<file path="src/rtl/fetch_unit.sv">
`default_nettype none
// +--------------------------------------------------------------------------+
// | Module   : fetch_unit                                                    |
// | Purpose  : Instruction fetch front end for the 4-cycle byte-serial imem. |
// |            Owns the PC and drives the memory address. Matches each       |
// |            imem_valid pulse to the address the memory latched, discards  |
// |            stale or overflowing responses, and queues {pc, instr} pairs  |
// |            in a small FIFO that feeds decode over valid/ready. A         |
// |            redirect flushes the FIFO and kills the in-flight fetch.      |
// | Ports    : clk, rst_n (async, active-low)                                |
// |            imem_addr  -> memory address (combinational)                  |
// |            imem_data, imem_valid <- memory response                      |
// |            redirect_valid, redirect_pc <- branch/jump redirect           |
// |            instr_valid, instr, instr_pc -> FIFO head to decode           |
// |            instr_ready <- decode accepts head                            |
// |            fifo_count -> FIFO occupancy                                  |
// |            fetch_cnt, refetch_cnt -> statistics counters                 |
// | Options  : define FETCH_STATS_EN to build the statistics counters;       |
// |            otherwise both counter ports read as zero.                    |
// | Revision : 1.0 - initial release                                         |
// +--------------------------------------------------------------------------+
module fetch_unit #(
  parameter logic [31:0] RESET_PC = 32'h0000_0000,
  parameter int unsigned DEPTH    = 4
) (
  input  logic                     clk,
  input  logic                     rst_n,
  output logic [31:0]              imem_addr,
  input  logic [31:0]              imem_data,
  input  logic                     imem_valid,
  input  logic                     redirect_valid,
  input  logic [31:0]              redirect_pc,
  output logic                     instr_valid,
  output logic [31:0]              instr,
  output logic [31:0]              instr_pc,
  input  logic                     instr_ready,
  output logic [$clog2(DEPTH):0]   fifo_count,
  output logic [31:0]              fetch_cnt,
  output logic [31:0]              refetch_cnt
);

  localparam int unsigned PTR_W = $clog2(DEPTH);
  localparam int unsigned CNT_W = PTR_W + 1;
  localparam logic [CNT_W-1:0] FULL_CNT = CNT_W'(DEPTH);

  // PC tracking
  logic [31:0] req_pc_q, req_pc_d;
  logic [31:0] npc_q, npc_d;
  logic        kill_q, kill_d;
  logic        first_q, first_d;

  // FIFO state
  logic [PTR_W-1:0] wr_ptr_q, wr_ptr_d;
  logic [PTR_W-1:0] rd_ptr_q, rd_ptr_d;
  logic [CNT_W-1:0] count_q, count_d;
  logic [31:0]      pc_mem_q    [DEPTH];
  logic [31:0]      pc_mem_d    [DEPTH];
  logic [31:0]      instr_mem_q [DEPTH];
  logic [31:0]      instr_mem_d [DEPTH];

  logic        w_latch;
  logic        w_full;
  logic        w_live_rsp;
  logic        w_push;
  logic        w_pop;
  logic [31:0] w_redirect_tgt;

  // The memory samples imem_addr on every pulse edge and once right after reset.
  assign w_latch        = imem_valid | first_q;
  // Full uses the registered count only; a pop in the same cycle frees no slot.
  assign w_full         = (count_q == FULL_CNT);
  // A response that is not stale (not killed by an earlier redirect).
  assign w_live_rsp     = imem_valid & ~kill_q;
  assign w_push         = w_live_rsp & ~redirect_valid & ~w_full;
  assign w_pop          = instr_valid & instr_ready;
  assign w_redirect_tgt = redirect_pc & ~32'd3;

  // Address select. A live response that cannot be queued makes the memory
  // fetch the same address again so the instruction is not lost.
  always_comb begin
    imem_addr = npc_q;
    if (redirect_valid) begin
      imem_addr = w_redirect_tgt;
    end else if (w_live_rsp && w_full) begin
      imem_addr = req_pc_q;
    end
  end

  // PC / kill next state
  always_comb begin
    req_pc_d = req_pc_q;
    npc_d    = npc_q;
    kill_d   = kill_q;
    first_d  = 1'b0;
    if (w_latch) begin
      // imem_addr already carries any redirect target, so a redirect in a
      // latch cycle is taken directly by the memory and needs no kill.
      req_pc_d = imem_addr;
      npc_d    = imem_addr + 32'd4;
      kill_d   = 1'b0;
    end else if (redirect_valid) begin
      // The memory is busy on the old path; discard its next response and
      // present the target at that latch.
      npc_d  = w_redirect_tgt;
      kill_d = 1'b1;
    end
  end

  // FIFO next state
  always_comb begin
    wr_ptr_d    = wr_ptr_q;
    rd_ptr_d    = rd_ptr_q;
    count_d     = count_q;
    pc_mem_d    = pc_mem_q;
    instr_mem_d = instr_mem_q;
    if (redirect_valid) begin
      // Flush wins over any pop presented in the same cycle.
      wr_ptr_d = '0;
      rd_ptr_d = '0;
      count_d  = '0;
    end else begin
      if (w_push) begin
        pc_mem_d[wr_ptr_q]    = req_pc_q;
        instr_mem_d[wr_ptr_q] = imem_data;
        wr_ptr_d              = wr_ptr_q + PTR_W'(1);
      end
      if (w_pop) begin
        rd_ptr_d = rd_ptr_q + PTR_W'(1);
      end
      case ({w_push, w_pop})
        2'b10:   count_d = count_q + CNT_W'(1);
        2'b01:   count_d = count_q - CNT_W'(1);
        default: count_d = count_q;
      endcase
    end
  end

  always_ff @(posedge clk or negedge rst_n) begin
    if (!rst_n) begin
      req_pc_q    <= RESET_PC;
      npc_q       <= RESET_PC;
      kill_q      <= 1'b0;
      first_q     <= 1'b1;
      wr_ptr_q    <= '0;
      rd_ptr_q    <= '0;
      count_q     <= '0;
      pc_mem_q    <= '{default: '0};
      instr_mem_q <= '{default: '0};
    end else begin
      req_pc_q    <= req_pc_d;
      npc_q       <= npc_d;
      kill_q      <= kill_d;
      first_q     <= first_d;
      wr_ptr_q    <= wr_ptr_d;
      rd_ptr_q    <= rd_ptr_d;
      count_q     <= count_d;
      pc_mem_q    <= pc_mem_d;
      instr_mem_q <= instr_mem_d;
    end
  end

  assign instr_valid = (count_q != '0);
  assign instr       = instr_mem_q[rd_ptr_q];
  assign instr_pc    = pc_mem_q[rd_ptr_q];
  assign fifo_count  = count_q;

`ifdef FETCH_STATS_EN
  logic [31:0] fetch_cnt_q, fetch_cnt_d;
  logic [31:0] refetch_cnt_q, refetch_cnt_d;
  logic        w_refetch_sel;

  // Same condition that steers imem_addr to req_pc; it is always a latch.
  assign w_refetch_sel = w_live_rsp & w_full & ~redirect_valid;

  always_comb begin
    fetch_cnt_d   = fetch_cnt_q;
    refetch_cnt_d = refetch_cnt_q;
    if (w_push) begin
      fetch_cnt_d = fetch_cnt_q + 32'd1;
    end
    if (w_latch && w_refetch_sel) begin
      refetch_cnt_d = refetch_cnt_q + 32'd1;
    end
  end

  always_ff @(posedge clk or negedge rst_n) begin
    if (!rst_n) begin
      fetch_cnt_q   <= '0;
      refetch_cnt_q <= '0;
    end else begin
      fetch_cnt_q   <= fetch_cnt_d;
      refetch_cnt_q <= refetch_cnt_d;
    end
  end

  assign fetch_cnt   = fetch_cnt_q;
  assign refetch_cnt = refetch_cnt_q;
`else
  assign fetch_cnt   = '0;
  assign refetch_cnt = '0;
`endif

endmodule
`default_nettype wire

</file>
<file path="config.mk">
export PLATFORM = sky130hd
export DESIGN_NAME = fetch_unit
export DESIGN_NICKNAME = d
export VERILOG_FILES = /design/src/rtl/fetch_unit.sv
export SDC_FILE = /design/constraint.sdc
export NUM_CORES = 1
export LEC_CHECK = 0
export CORE_MARGIN = 2
export CORE_UTILIZATION = 46
export CTS_CLUSTER_DIAMETER = 100
export DETAILED_ROUTE_END_ITERATION = 10
export PLACE_DENSITY = 0.69
export SYNTH_ARGS = -nofsm -noshare
export SYNTH_HDL_FRONTEND = slang
export SYNTH_SLANG_ARGS = --single-unit
</file>
<file path="constraint.sdc">
create_clock -name clk -period 3.4 [get_ports clk]
set_input_delay 0.68 -clock clk [delete_from_list [all_inputs] [get_ports clk]]
set_output_delay 0.68 -clock clk [all_outputs]
set_load 0.02 [all_outputs]
</file>
==> flow_summary.ini <==
[route]
dr.pass1.iters = 6
drt_first_iter_violations = 482
route.detailed.drc = 0
routedWlPerCell_um = 19.5
via_per_inst = 5.48
ant_nets = 0
vias = 10600
wirelength_mm = 37.6

[clock_tree]
cts_num_sinks = 329
htree_levels = 2
cts_hold_buffers = 0
cts_tree = built
cts-root-buf = clkbuf_16
cts_buffers = 37
clk_pin_slew_ns = 0.06
clk_latency_ns = 0.51
cts_max_path_buffers = 3

[grt]
grt_use_total_pct = 20.9
busiest_layer = met2
grt_pass1_wl_mm = 60.4
grt_util_met3_pct = 2.81
grt_overflow = 0
grt_max_degree = 94
use_met2_pct = 34.1
grt_pass1_vias = 10900
grtUsageMet1_pct = 29.5
antenna_found_initial = 1

[setup_path]
crit_path_top_delay_cell = clkdlybuf4s50_1
reg2regPathDepth = 11
path_cells = or3b_4 > buf_6 > o21ai_1 > a2bb2oi_2 > buf_4 > clkdlybuf4s50_1
worstSetupStartpoint = fifo_count[2]
worstSetupPathType = flip-flop to output pin
path_buf_inv = 3
r2r_slack_ns = 0.48
regToRegEndpoint = npc_q[12]
r2r_start = fifo_count[2]
cp.arrival_ns = 2.57
crit_path_end_kind = output pin
crit_required_ns = 2.72
start_kind = flip-flop
critPathTopFamily = buffers and inverters
slowest_delay_ns = 0.59
worstSetupEndpoint = imem_addr[5]
cp_max_fo = 25
cp.depth = 6

[place]
post-place-ws_ns = -0.126
dpl_cell_area_mm2 = 0.0188
place.gp.congestion = 0.841
port_buffers = 166
dpl.cell_count = 1862
dp_hpwl_mm = 24.6

[job]
cap_violations = 0

[die]
row_count = 68
initial_core_util_pct = 46.6
coreArea_mm2 = 0.0345
die_area_mm2 = 0.0365
die_h_um = 191
die_width_um = 191
io_pins = 233

[cells_and_area]
fillers = 2824
drive_above_1_share_pct = 35.9
layout_commonest_cell = dfrtp_1
fin_area_mm2 = 0.0200
syn_to_final_growth_pct = 24.2
layout_common_cells = 326 x dfrtp_1, 256 x mux2_2, 136 x clkdlybuf4s50_1
fin_cells = 1931
fin_nets = 1524

[yosys]
yosysWarnings = 0
ys_seq_area_share_pct = 51.1
ys.flop_type = dfrtp_1
avgSynthCellArea_um2 = 13.2
ys_ff_latch = 329
synth.distinct_cells = 63
synth_top_area_share_pct = 51.0
synth_edf_count = 0
synth_cells = 1219
synth_top_area_cell = dfrtp_1
netlist_top_cells_area = dfrtp_1 51%, mux2_2 18%, mux4_2 9.0%, buf_4 3.2%, nand2_1 2.7%
async_reset_ff_share_pct = 100
syn_area_mm2 = 0.0161

[sta]
fin_setup_tns_ns = 0
rsz0062_at_grt = false
period_share_pct = 95.7
finalHoldViolations = 0
finalSetupViolations = 0
holdWs_ns = 0.212
worst_pin_slew_ns = 0.792
fin_crit_ns = 3.25
maxSlewHeadroom_pct = 47.2
finalClockSkew_ns = 0.0153
fmax_mhz = 307
final_max_slew_viol_count = 0
setup_slack_ns = 0.147

[outcome]
status = complete, no violations

[power]
powerDensity_mw_per_mm2 = 848
peakVddDrop_v = 0.000571
leakage_nw = 8.93

[min_path]
min_path_type = input port to async pin
## stage by stage
stage                     total power [mW]  util (%)
after floorplan                       10.5         -
after global placement                13.0      54.4
after detailed placement              13.2      54.4
after CTS                             17.1      57.7
after global routing                  17.9      57.9
final                                 17.0      57.9
## cell type report
class	instances	area (um^2)	area share, %
Antenna cell	1	2.50	0.0125
Timing Repair Buffer	266	2700	13.5
Multi-Input combinational cell	800	7270	36.3
Clock buffer	56	1090	5.45
Clock inverter	9	76.3	0.382
Tap cell	455	569	2.85
Inverter	15	57.6	0.288
Sequential cell	329	8240	41.2
## timing repair
item / 4_1_cts / 5_1_grt
buffers inserted: 0 / 3
pin swaps: 0 / 2
gates resized for setup: 16 / 16
cloned: 0 / 0
setup endpoints to repair: 23 / 19
## registers in the layout, summed over array words and instances, names as in the netlist, 2 cells and up
| signal | cells |
|---|---|
| fifo_count | 3 |
| instr_mem_q | 128 |
| npc_q | 32 |
| pc_mem_q | 128 |
| rd_ptr_q | 2 |
| req_pc_q | 32 |
| wr_ptr_q | 2 |
## kinds of logic after synthesis
| group | after synthesis | share of synthesized area [%] |
|---|---|---|
| and+or+nand+nor | 225 | 6.88 |
| buffers and inverters | 154 | 5.49 |
| DFF | 329 | 51.1 |
| adders and majority gates | 6 | 0.513 |
| xor gates and xnor gates | 26 | 1.41 |
| other | 1 | 0.0233 |
| muxes | 328 | 27.4 |
| AOI/OAI and AO/OA | 150 | 7.18 |
## worst min-delay path by stage
stage / slack (ns) / cells after the start / to / start
2_1_floorplan: 0.38 / 0 / fifo_count[0] / rst_n
3_3_place_gp: 0.46 / 1 / npc_q[10] / npc_q[10]
3_5_place_dp: 0.48 / 2 / npc_q[17] / npc_q[17]
4_1_cts: 0.24 / 1 / instr_mem_q[81] / rst_n
5_1_grt: 0.27 / 1 / instr_mem_q[14] / rst_n
6_report: 0.21 / 1 / instr_mem_q[115] / rst_n
## cells in the mapped netlist (18+ instances only)
| cell | count |
|---|---|
| a31oi_1 | 23 |
| nor2_1 | 41 |
| mux4_2 | 64 |
| clkbuf_1 | 31 |
| o21ai_0 | 30 |
| a21oi_1 | 18 |
| nand3_1 | 18 |
| buf_2 | 25 |
| buf_4 | 69 |
| mux2_2 | 256 |
| dfrtp_1 | 328 |
| nand2_1 | 115 |
| o21ai_1 | 18 |
## per-layer routing
metal	wire length [um]	part of all wire (%)	up-vias
li1	-	-	4768
met4	797	2.1	0
met5	0	0	-
met1	17100	45	5461
met3	1720	4.6	52
met2	18000	48	292
## power by group
part           total [mW]  switching, mW  internal (mW)
Clock                3.83           1.54           2.29
Combinational        6.82           3.04           3.78
Sequential           6.30          0.869           5.43
Total                17.0           5.45           11.5
Note: power is estimated with default switching activity, not from simulation.
